--- src/rtl/hazard_ctrl.sv ---
// Pipeline hazard controller: EX/MEM/WB destination scoreboard driving stalls, forwarding,
// branch flushes, memory-wait freezes and HALT drain for the 5-stage core.
module hazard_ctrl #(
  parameter int unsigned REG_W     = 5,
  parameter bit          FWD_EN    = 1'b1,
  parameter bit          WB_BYPASS = 1'b1,
  parameter int unsigned CNT_W     = 16
) (
  input  logic             CLK,
  input  logic             nRST,
  input  logic             ihit,
  input  logic             dmem_req,
  input  logic             dhit,
  input  logic [REG_W-1:0] dec_rs,
  input  logic [REG_W-1:0] dec_rt,
  input  logic             dec_use_rs,
  input  logic             dec_use_rt,
  input  logic [REG_W-1:0] dec_wsel,
  input  logic             dec_wen,
  input  logic             dec_load,
  input  logic             dec_halt,
  input  logic             ex_redirect,
  output logic             pcEN,
  output logic             fdEN,
  output logic             dxEN,
  output logic             xmEN,
  output logic             mwEN,
  output logic             fd_flush,
  output logic             dx_flush,
  output logic [1:0]       fwd_a,
  output logic [1:0]       fwd_b,
  output logic             halted,
  output logic [CNT_W-1:0] stall_cnt
);

  typedef struct packed {
    logic             v;
    logic [REG_W-1:0] wsel;
    logic             load;
  } sb_t;

  typedef enum logic [1:0] {StRun, StMemWait, StDrain, StHalted} state_e;

  state_e           state_q;
  sb_t              sb1_q, sb2_q, sb3_q;
  logic             halted_q;
  logic [CNT_W-1:0] cnt_q;

  logic m1_a, m2_a, m3_a, m1_b, m2_b, m3_b;
  logic mem_stall, raw_stall, run_like, halt_acc, sb_empty;

  function automatic logic hit(input sb_t e, input logic used, input logic [REG_W-1:0] r);
    return used && e.v && (e.wsel == r) && (r != '0);
  endfunction

  // Youngest producer wins; a load in EX cannot forward yet (that case stalls instead).
  function automatic logic [1:0] fwd_sel(input logic m1, input logic m1_load, input logic m2);
    if (!FWD_EN)            return 2'd0;
    else if (m1 && !m1_load) return 2'd1;
    else if (m2)             return 2'd2;
    else                     return 2'd0;
  endfunction

  assign m1_a = hit(sb1_q, dec_use_rs, dec_rs);
  assign m2_a = hit(sb2_q, dec_use_rs, dec_rs);
  assign m3_a = hit(sb3_q, dec_use_rs, dec_rs);
  assign m1_b = hit(sb1_q, dec_use_rt, dec_rt);
  assign m2_b = hit(sb2_q, dec_use_rt, dec_rt);
  assign m3_b = hit(sb3_q, dec_use_rt, dec_rt);

  assign mem_stall = dmem_req && !dhit;
  assign raw_stall = FWD_EN ? ((m1_a || m1_b) && sb1_q.load)
                            : (m1_a || m1_b || m2_a || m2_b || (!WB_BYPASS && (m3_a || m3_b)));
  assign run_like  = (state_q == StRun) || (state_q == StMemWait);
  assign halt_acc  = run_like && !mem_stall && !ex_redirect && !raw_stall && dec_halt;
  assign sb_empty  = !(sb1_q.v || sb2_q.v || sb3_q.v);

  assign fwd_a     = fwd_sel(m1_a, sb1_q.load, m2_a);
  assign fwd_b     = fwd_sel(m1_b, sb1_q.load, m2_b);
  assign halted    = halted_q;
  assign stall_cnt = cnt_q;

  always_comb begin
    pcEN     = 1'b1;
    fdEN     = 1'b1;
    dxEN     = 1'b1;
    xmEN     = 1'b1;
    mwEN     = 1'b1;
    fd_flush = 1'b0;
    dx_flush = 1'b0;
    if (state_q == StHalted || mem_stall) begin
      pcEN = 1'b0;
      fdEN = 1'b0;
      dxEN = 1'b0;
      xmEN = 1'b0;
      mwEN = 1'b0;
    end else if (ex_redirect) begin
      fd_flush = 1'b1;
      dx_flush = 1'b1;
    end else if (state_q == StDrain) begin
      pcEN     = 1'b0;
      fd_flush = 1'b1;
    end else if (raw_stall) begin
      pcEN     = 1'b0;
      fdEN     = 1'b0;
      dx_flush = 1'b1;
    end else if (!ihit) begin
      pcEN     = 1'b0;
      fd_flush = 1'b1;
    end
  end

  always_ff @(posedge CLK or negedge nRST) begin
    if (!nRST) begin
      state_q  <= StRun;
      halted_q <= 1'b0;
    end else begin
      case (state_q)
        StRun, StMemWait: begin
          if (mem_stall)     state_q <= StMemWait;
          else if (halt_acc) state_q <= StDrain;
          else               state_q <= StRun;
        end
        StDrain: begin
          // A redirect means the HALT was on the wrong path.
          if (!mem_stall && ex_redirect) begin
            state_q <= StRun;
          end else if (!mem_stall && sb_empty) begin
            state_q  <= StHalted;
            halted_q <= 1'b1;
          end
        end
        StHalted: state_q <= StHalted;
        default:  state_q <= StRun;
      endcase
    end
  end

  always_ff @(posedge CLK or negedge nRST) begin
    if (!nRST) begin
      sb1_q <= '0;
      sb2_q <= '0;
      sb3_q <= '0;
    end else if (!mem_stall && state_q != StHalted) begin
      sb3_q <= sb2_q;
      sb2_q <= sb1_q;
      if (dx_flush) sb1_q <= '0;
      else          sb1_q <= {dec_wen, dec_wsel, dec_load};
    end
  end

  always_ff @(posedge CLK or negedge nRST) begin
    if (!nRST) begin
      cnt_q <= '0;
    end else if (!pcEN && run_like && cnt_q != '1) begin
      cnt_q <= cnt_q + 1'b1;
    end
  end

endmodule

--- config.mk ---
export PLATFORM = sky130hd
export DESIGN_NAME = hazard_ctrl
export DESIGN_NICKNAME = d
export VERILOG_FILES = /design/src/rtl/hazard_ctrl.sv
export SDC_FILE = /design/constraint.sdc
export NUM_CORES = 1
export LEC_CHECK = 0
export BUFFER_PORTS_ARGS = -buffer_cell sky130_fd_sc_hd__buf_2
export CAP_MARGIN = 20
export CORE_MARGIN = 8
export CORE_UTILIZATION = 50
export DETAILED_ROUTE_END_ITERATION = 10
export GPL_ROUTABILITY_DRIVEN = 0
export PLACE_DENSITY = 0.81
export SETUP_SLACK_MARGIN = 0.15
export SYNTH_ARGS = -nofsm -noshare
export SYNTH_HDL_FRONTEND = slang
export SYNTH_SLANG_ARGS = --single-unit
export TNS_END_PERCENT = 100
--- constraint.sdc ---
create_clock -name CLK -period 3.5 [get_ports CLK]
set_input_delay 0.7 -clock CLK [delete_from_list [all_inputs] [get_ports CLK]]
set_output_delay 0.7 -clock CLK [all_outputs]
set_load 0.1 [all_outputs]
==> Yosys cells after proc, flatten, opt, wreduce, memory -nomap -nowiden <==
Cells that the tools add are included.
{ "classes": {"addsub": 1, "n_eq_ne": 10, "mux": 29, "bitwise": 1, "reduce_logical": 42} }
{ "ops": {"columns": ["op", "count"], "rows": [
  ["logical AND 1 bit", 25],
  ["== test 5 bit", 4],
  ["two-way mux 1 bit", 19],
  ["adder 16 x 1 -> 16 bit, second input constant", 1],
  ["two-way mux 2 bit", 8],
  ["inequality test 16 bit, second input constant", 1],
  ["nonzero test 5 bit", 2],
  ["zero test 1 bit", 7],
  ["two-way mux 7 bit", 1],
  ["one-hot mux 2 bit (3 select lines)", 1],
  ["logical OR 1 bit", 5],
  ["== test 2 bit, second input constant", 2],
  ["inequality test 3 x 1 -> 1 bit, second input constant", 1],
  ["AND reduction 3 bit", 1],
  ["== test 2 x 1 -> 1 bit, second input constant", 1],
  ["zero test 2 bit", 1],
  ["inequality test 2 bit, second input constant", 1],
  ["OR reduction 2 bit", 1],
  ["NOT 1 bit", 1]
]} }
{ "totals": {"reg_bits": 33, "in_bits": 26, "out_inout_bits": 28, "word_cells": 92} }

==> Longest topological paths before layout <==
Gate-level depths: netlist of run 1.
{ "depth": {"ltp_word": 12, "mapped_depth": 7, "mapped_depth_nobuf": 7} }

==> Worst setup path after synthesis of run 1 <==
OpenSTA, ideal clock, no wires.
{ "synth_path": {"path_type": "input port to output port", "start": "input dec_rs[0]", "end": "output fwd_a[1]", "arrival_ns": 5.727, "t_required_ns": 2.800, "path_slack_ns": -2.927, "path_stages": 4, "n_path_buf": 0, "cell_sequence": "xnor2_1 nand4_1 nor4_1 nor3_1"} }
{ "synth_via": {"elab_chain_len": 5, "word_cells_on_any_way": 10, "classes_between": "2 x eq/ne; 2 x mux; 6 x reduce/logical"} }
{ "synth_lines": {"columns": ["element", "line", "source"], "rows": [
  ["from (decl)", "14", "input logic [REG_W-1:0] dec_rs,"],
  ["== test 5 bit", "53", "return used && e.v && (e.wsel == r) && (r != '0);"],
  ["logical AND 1 bit (2 in a row)", "53", null],
  ["two-way mux 2 bit / logical AND 1 bit (equally long branches)", "60, 59", null],
  ["two-way mux 2 bit *", "59", "else if (m1 && !m1_load) return 2'd1;"],
  ["to (decl)", "30", "output logic [1:0] fwd_a,"]
]} }
Every way passes the cells marked *; elsewhere a longest branch is shown, timed or not.

==> Final worst setup path of run 1 <==
{ "layout_path": {"start": "input dec_rt[0]", "end": "output dx_flush"} }
{ "layout_via": {"elab_chain_len": 9, "word_cells_on_any_way": 10, "classes_between": "1 x eq/ne; 4 x mux; 5 x reduce/logical"} }
{ "layout_lines": {"columns": ["element", "line", "source"], "rows": [
  ["from (decl)", "15", "input logic [REG_W-1:0] dec_rt,"],
  ["== test 5 bit", "53", null],
  ["logical AND 1 bit", "53", null],
  ["logical AND 1 bit *", "53", null],
  ["logical OR 1 bit *", null, null],
  ["logical AND 1 bit *", "72", "assign raw_stall = FWD_EN ? ((m1_a || m1_b) && sb1_q.load)"],
  ["two-way mux 1 bit *", "103", "end else if (raw_stall) begin"],
  ["two-way mux 1 bit *", "100", "end else if (state_q == StDrain) begin"],
  ["two-way mux 1 bit *", "97", "end else if (ex_redirect) begin"],
  ["two-way mux 1 bit *", "91", "if (state_q == StHalted || mem_stall) begin"],
  ["to (decl)", "29", "output logic dx_flush,"]
]} }
Marks and branches as above.

==> results.json, run 1 <==
{
  "outcome": "completed",
  "vias_per_cell": 5.45,
  "htreeDepth": 2,
  "layout_common_cells": "buf_2 (50), dfrtp_1 (33), nand2_1 (31)",
  "crit_path_end_kind": "output port",
  "finalCoreUtilization_pct": 66.2,
  "hold_violations": 0,
  "synth.avg_cell_area_um2": 10.0,
  "nets": 276,
  "slowest_stage": "or4_4",
  "postCtsSetupBuffers": 0,
  "cts_sinks": 33,
  "synth_seq_area_share_pct": 42.8,
  "grt-ovfl-total": 0,
  "cts_made_buffers": 5,
  "clk_latency_ns": 0.28,
  "netlist_area_um2": 1930,
  "drive_above_1_share_pct": 33.2,
  "dp_cells": 290,
  "arrival_ns": 2.50,
  "regToRegStartpoint": "sb1_q[4]",
  "crit_top_cell": "buf_2",
  "tightest_slew_ns": 0.991,
  "setup_viol": 0,
  "total_power_w": 0.00222,
  "synth_nets": 219,
  "synth-seq-cells": 33,
  "final.setup_skew_ns": 0.00793,
  "max-clock-path-buffers": 2,
  "worst-path-buf-inv": 2,
  "path_class": "in2out",
  "antenna_found_initial": 0,
  "period_share_pct": 91.3,
  "power_density_nw_per_um2": 908,
  "wire_per_inst_um": 15.1,
  "fp.dieArea_um2": 6100,
  "vias": 1624,
  "required_ns": 2.80,
  "grt_max_degree": 34,
  "stdcell_count": 298,
  "cpLargestDelayFamily": "simple AND/OR/NAND/NOR gates",
  "grt_pass1_wl_um": 7920,
  "crit_chain": "buf_2 -> or4_4 -> o21ai_4 -> nor3_2 -> o21ai_2 -> nor2_1 -> o21a_1 -> buf_2",
  "maxSlewViolCount": 0,
  "core_um2": 3690,
  "route.detailed.drc": 0,
  "cts-root-buf": "clkbuf_8",
  "ys_warn_count": 0,
  "drt_iter0_drc": 83,
  "max_cap_violations": 0,
  "wl_um": 4510,
  "grt_usage_pct": 15.5,
  "peakVddDrop_mv": 0.691,
  "port-buffer-count": 53,
  "first_pass_iters": 4,
  "placed_area_um2": 2360,
  "critPathMaxStageDelay_ns": 0.54,
  "netlist_instances": 192,
  "place_hpwl_um": 3440,
  "hold_path_class": "in2async",
  "n_antenna_cell": 0,
  "yosys-top-cells-area": "dfrtp_1 (43%), xor2_1 (8.2%), xnor2_1 (7.7%)",
  "synth_flop_cell": "dfrtp_1",
  "slew_headroom_pct": 33.1,
  "r2r_end": "stall_cnt[6]",
  "start_util_pct": 52.3,
  "rows": 22,
  "yosysUniqueCellTypes": 41,
  "r2r_cells": 6,
  "final_common_cell": "buf_2",
  "period_minus_slack_ns": 3.20,
  "tns_ns": 0,
  "max_freq_ghz": 0.313,
  "fillers": 318,
  "die_x_um": 78.1,
  "cts.repair.resized": 0,
  "rsz0062_at_grt": "false",
  "grt_pass1_vias": 1719,
  "final_cell_area_um2": 2440,
  "async_flop_share_pct": 100,
  "synth_edf_count": 0,
  "synthToLayoutAreaGrowth_pct": 26.7,
  "tritoncts": "yes",
  "die_h_um": 78.1,
  "reg2reg_slack_ns": 1.19,
  "cts.clk_slew.worst_paths_ns": 0.07,
  "crit_path_max_fanout": 6,
  "yosysTopAreaCellShare_pct": 42.8,
  "cts_hold_buf": 0,
  "p_leak_nw": 1.09,
  "ioPinCount": 54,
  "start_kind": "primary input",
  "postRouteAntennaNets": 0,
  "synth_area_leader_cell": "dfrtp_1"
}
[sequential cells by signal, summed over array words and instances (netlist names)]
signal	flops
sb2_q	6
sb1_q	7
halted	1
sb3_q	1
stall_cnt	16
state_q	2
[metrics by stage]
stage,setup WS [ns],hold WS (ns)
after floorplan,0.213,0.404
after global placement,0.319,0.453
after detailed placement,0.306,0.464
after CTS,0.291,0.480
after global routing,0.209,0.506
final,0.303,0.468
[final cells by class]
| class | instances | area (um^2) | share of cell area (%) |
|---|---|---|---|
| Tap cell | 48 | 60.1 | 2.46 |
| Clock buffer | 6 | 72.6 | 2.97 |
| Timing Repair Buffer | 56 | 333 | 13.6 |
| Multi-Input combinational cell | 145 | 1110 | 45.5 |
| Clock inverter | 2 | 10.0 | 0.410 |
| Inverter | 8 | 30.0 | 1.23 |
| Sequential cell | 33 | 826 | 33.8 |
[cell usage after synthesis, types with 2 or more instances]
master,number
a2111oi_0,5
a2111oi_2,3
a211oi_1,4
a21oi_1,3
a22o_1,7
a31oi_1,2
buf_4,2
clkbuf_1,2
dfrtp_1,33
inv_1,7
nand2_1,31
nand2b_1,3
nand3_1,5
nand4_1,5
nor2_1,9
nor2b_1,2
nor3_1,3
nor3_2,2
nor4_1,4
o21a_1,2
o21ai_0,2
o21ai_2,2
o21bai_1,2
or4_1,2
xnor2_1,17
xor2_1,18
[worst register-to-register path, stage by stage (launching register included)]
cell and delay (ns):
dfrtp_1 0.44, xnor2_1 0.17, nand4_1 0.21, nor3_2 0.35, o211ai_4 0.25, a2111oi_0 0.59
xor2_1 0.13
[report_power, final]
| part | internal [W] | switching (W) |
|---|---|---|
| clock network | 0.000138 | 0.000136 |
| logic | 0.000319 | 0.000949 |
| registers | 0.000511 | 0.000167 |
| total | 0.000967 | 0.00125 |
[layer usage]
layer	global-route usage (%)	vias up	share of wire (%)
li1	-	796	-
met2	24.8	47	46
met5	0	-	0
met1	19.7	776	47
met3	5.35	5	6.8
met4	3.33	0	0.89
[worst max path at each step]
stage                         start  endpoint  cells after the start
after floorplan                dhit  dx_flush                      4
after global placement    dec_rt[0]  dx_flush                      8
after detailed placement  dec_rt[0]  fd_flush                      8
after CTS                 dec_rt[0]  dx_flush                      8
after global routing      dec_rt[0]  dx_flush                      8
final                     dec_rt[0]  dx_flush                      8
[cell families after synthesis]
logic type | share of synthesized area, %
AO/OA/AOI/OAI | 17.8
XOR/XNOR | 15.9
adder cells (fa/ha/maj) | 0.649
buffers and inverters | 3.57
flip-flops | 42.8
multiplexers | 0.778
AND/OR/NAND/NOR | 18.4
No activity file was read; power rests on OpenSTA's default activity.
==> run 2, diff against run 1 <==
--- a/config.mk
+++ b/config.mk
@@ -5,13 +5,15 @@
 export SDC_FILE = /design/constraint.sdc
 export NUM_CORES = 1
 export LEC_CHECK = 0
+export ABC_AREA = 1
 export BUFFER_PORTS_ARGS = -buffer_cell sky130_fd_sc_hd__buf_2
 export CAP_MARGIN = 20
 export CORE_MARGIN = 8
 export CORE_UTILIZATION = 50
+export CTS_BUF_LIST = sky130_fd_sc_hd__clkbuf_16
 export DETAILED_ROUTE_END_ITERATION = 10
 export GPL_ROUTABILITY_DRIVEN = 0
-export PLACE_DENSITY = 0.81
+export PLACE_DENSITY = 0.79
 export SETUP_SLACK_MARGIN = 0.15
 export SYNTH_ARGS = -nofsm -noshare
 export SYNTH_HDL_FRONTEND = slang
==> run 2 against run 1 <==
  * Sequential power down 16%
  * Synthesized area increased by 14%
  * Final area increased by 7.7%
  * Sequential cell count unchanged
  * Cell count grew 36%
  * Combinational power is 31% lower
  * Largest power group unchanged
  * Register-to-register slack worse by 0.24 ns
==> results.json, run 2 <==
{
  "outcome": "completed",
  "antenna_found_initial": 0,
  "drive_above_1_share_pct": 29.2,
  "synth_nets": 328,
  "r2r_cells": 8,
  "synth_edf_count": 0,
  "yosys-top-cells-area": "dfrtp_1 (37%), nand2_1 (12%), inv_1 (7.5%)",
  "vias": 2123,
  "peakVddDrop_mv": 0.754,
  "die_x_um": 82.4,
  "postCtsSetupBuffers": 0,
  "critPathMaxStageDelay_ns": 0.45,
  "rows": 24,
  "core_um2": 4290,
  "nets": 379,
  "start_util_pct": 51.3,
  "slowest_stage": "buf_2",
  "regToRegStartpoint": "state_q[1]",
  "netlist_area_um2": 2200,
  "max_cap_violations": 0,
  "tritoncts": "yes",
  "rsz0062_at_grt": "false",
  "die_h_um": 82.4,
  "synth-seq-cells": 33,
  "setup_viol": 0,
  "grt-ovfl-total": 0,
  "p_leak_nw": 1.42,
  "arrival_ns": 2.29,
  "period_share_pct": 85.5,
  "worst-path-buf-inv": 3,
  "cts.clk_slew.worst_paths_ns": 0.05,
  "cts_sinks": 33,
  "power_density_nw_per_um2": 708,
  "ioPinCount": 54,
  "crit_top_cell": "nand2_1",
  "synthToLayoutAreaGrowth_pct": 19.4,
  "required_ns": 2.80,
  "largest_reg_flops": 16,
  "period_minus_slack_ns": 2.99,
  "grt_usage_pct": 17.6,
  "place_hpwl_um": 4240,
  "first_pass_iters": 4,
  "yosys-top-cells-count": "nand2_1 (71), inv_1 (44), dfrtp_1 (33)",
  "grt_pass1_wl_um": 9330,
  "synth.avg_cell_area_um2": 7.32,
  "tightest_slew_ns": 0.736,
  "synth_seq_area_share_pct": 37.5,
  "crit_path_max_fanout": 8,
  "cts_made_buffers": 5,
  "vias_per_cell": 5.24,
  "tns_ns": 0,
  "wire_per_inst_um": 13.8,
  "crit_chain": "buf_2 -> inv_1 -> nand2_1 -> nand2_1 -> nand2_1 -> nor2_2 -> nand2_2 -> nand2_2 -> nand3_1 -> a21oi_2 -> buf_2",
  "cts_hold_buf": 0,
  "crit_path_end_kind": "output port",
  "final_common_cell": "nand2_1",
  "yosysTopAreaCellShare_pct": 37.5,
  "top_layer_used": "met4",
  "route.detailed.drc": 0,
  "hold_path_class": "in2async",
  "grt_max_degree": 34,
  "fp.dieArea_um2": 6790,
  "path_class": "in2out",
  "port-buffer-count": 53,
  "layout_common_cells": "nand2_1 (71), buf_2 (53), inv_1 (44)",
  "yosysMostFrequentCell": "nand2_1",
  "cts.repair.resized": 0,
  "cts-root-buf": "clkbuf_16",
  "slew_headroom_pct": 50.9,
  "reg2reg_slack_ns": 0.95,
  "netlist_instances": 301,
  "wl_met1_um": 2280,
  "clk_latency_ns": 0.28,
  "postRouteAntennaNets": 0,
  "yosysUniqueCellTypes": 31,
  "finalCoreUtilization_pct": 61.3,
  "max_freq_ghz": 0.334,
  "wl_um": 5570,
  "r2r_end": "stall_cnt[0]",
  "final.setup_skew_ns": 0.00446,
  "synth_area_leader_cell": "dfrtp_1",
  "met2_length_um": 2790,
  "htreeDepth": 2,
  "route.met3.wl_um": 404,
  "hold_violations": 0,
  "synth_flop_cell": "dfrtp_1",
  "grt_pass1_vias": 2155,
  "maxSlewViolCount": 0,
  "n_antenna_cell": 0,
  "ys_warn_count": 0,
  "async_flop_share_pct": 100,
  "cpLargestDelayFamily": "simple AND/OR/NAND/NOR gates",
  "max-clock-path-buffers": 2,
  "drt_iter0_drc": 151,
  "start_kind": "primary input"
}
[run 2: power breakdown]
group	total, W	internal, W	switching (W)	leakage, nW
combinational	0.000875	0.000180	0.000695	0.913
clock	0.000422	0.000260	0.000161	0.0696
sequential	0.000567	0.000466	0.000101	0.434
total	0.00186	0.000906	0.000957	1.42
[run 2: worst reg2reg max path, stage by stage (launching register included)]
cell,delay (ns)
dfrtp_1,0.39
inv_2,0.20
o21ai_2,0.61
inv_2,0.30
nand2_4,0.15
buf_4,0.24
nand3_2,0.34
nand2_1,0.16
nand2_1,0.06
[run 2: worst max path at each step]
stage / endpoint / from / depth (start not counted) / slack [ns]
floorplan: fdEN / dmem_req / 8 / 0.31
finish: dx_flush / dec_rs[4] / 11 / 0.51
global placement: dx_flush / dec_rt[4] / 11 / 0.54
detailed placement: dx_flush / dec_rt[2] / 11 / 0.51
global route: fdEN / state_q[1] / 6 / 0.31
CTS: fdEN / state_q[1] / 6 / 0.51
[run 2: cells by family after synthesis]
group                    count (synthesis)  share of synthesized area (%)
buffers and inverters                   59                           11.4
AND/OR/NAND/NOR                        164                           37.2
flip-flops                              33                           37.5
AO/OA/AOI/OAI                           31                           8.23
XOR/XNOR                                13                           5.16
adder cells (fa/ha/maj)                  1                          0.567
[run 2: metrics by stage]
stage          total power (W)  area (um^2)  worst slack (ns)  instances  hold WS (ns)
3_3_place_gp           0.00143         2490             0.541        397         0.452
4_1_cts                0.00188         2630             0.507        405         0.474
3_5_place_dp           0.00145         2490             0.508        397         0.461
2_1_floorplan          0.00130         2220             0.309        301         0.404
6_report               0.00186         2630             0.507        405         0.478
5_1_grt                0.00197         2630             0.310        405         0.500
[run 2: layout make-up]
cell class | count | area (um^2)
repair buffers | 54 | 273
clock buffers | 5 | 125
fillers | 392 | 1660
clock inverters | 3 | 17.5
flip-flops and latches | 33 | 826
multi-input cells | 209 | 1140
well taps | 52 | 65.1
inverters | 49 | 184
[run 2: per-layer routing]
metal / global-route usage (%) / vias to the layer above
met4: 6.67 / 0
met5: 0 / -
li1: - / 1077
met1: 20.2 / 966
met3: 4.55 / 11
met2: 30.6 / 69
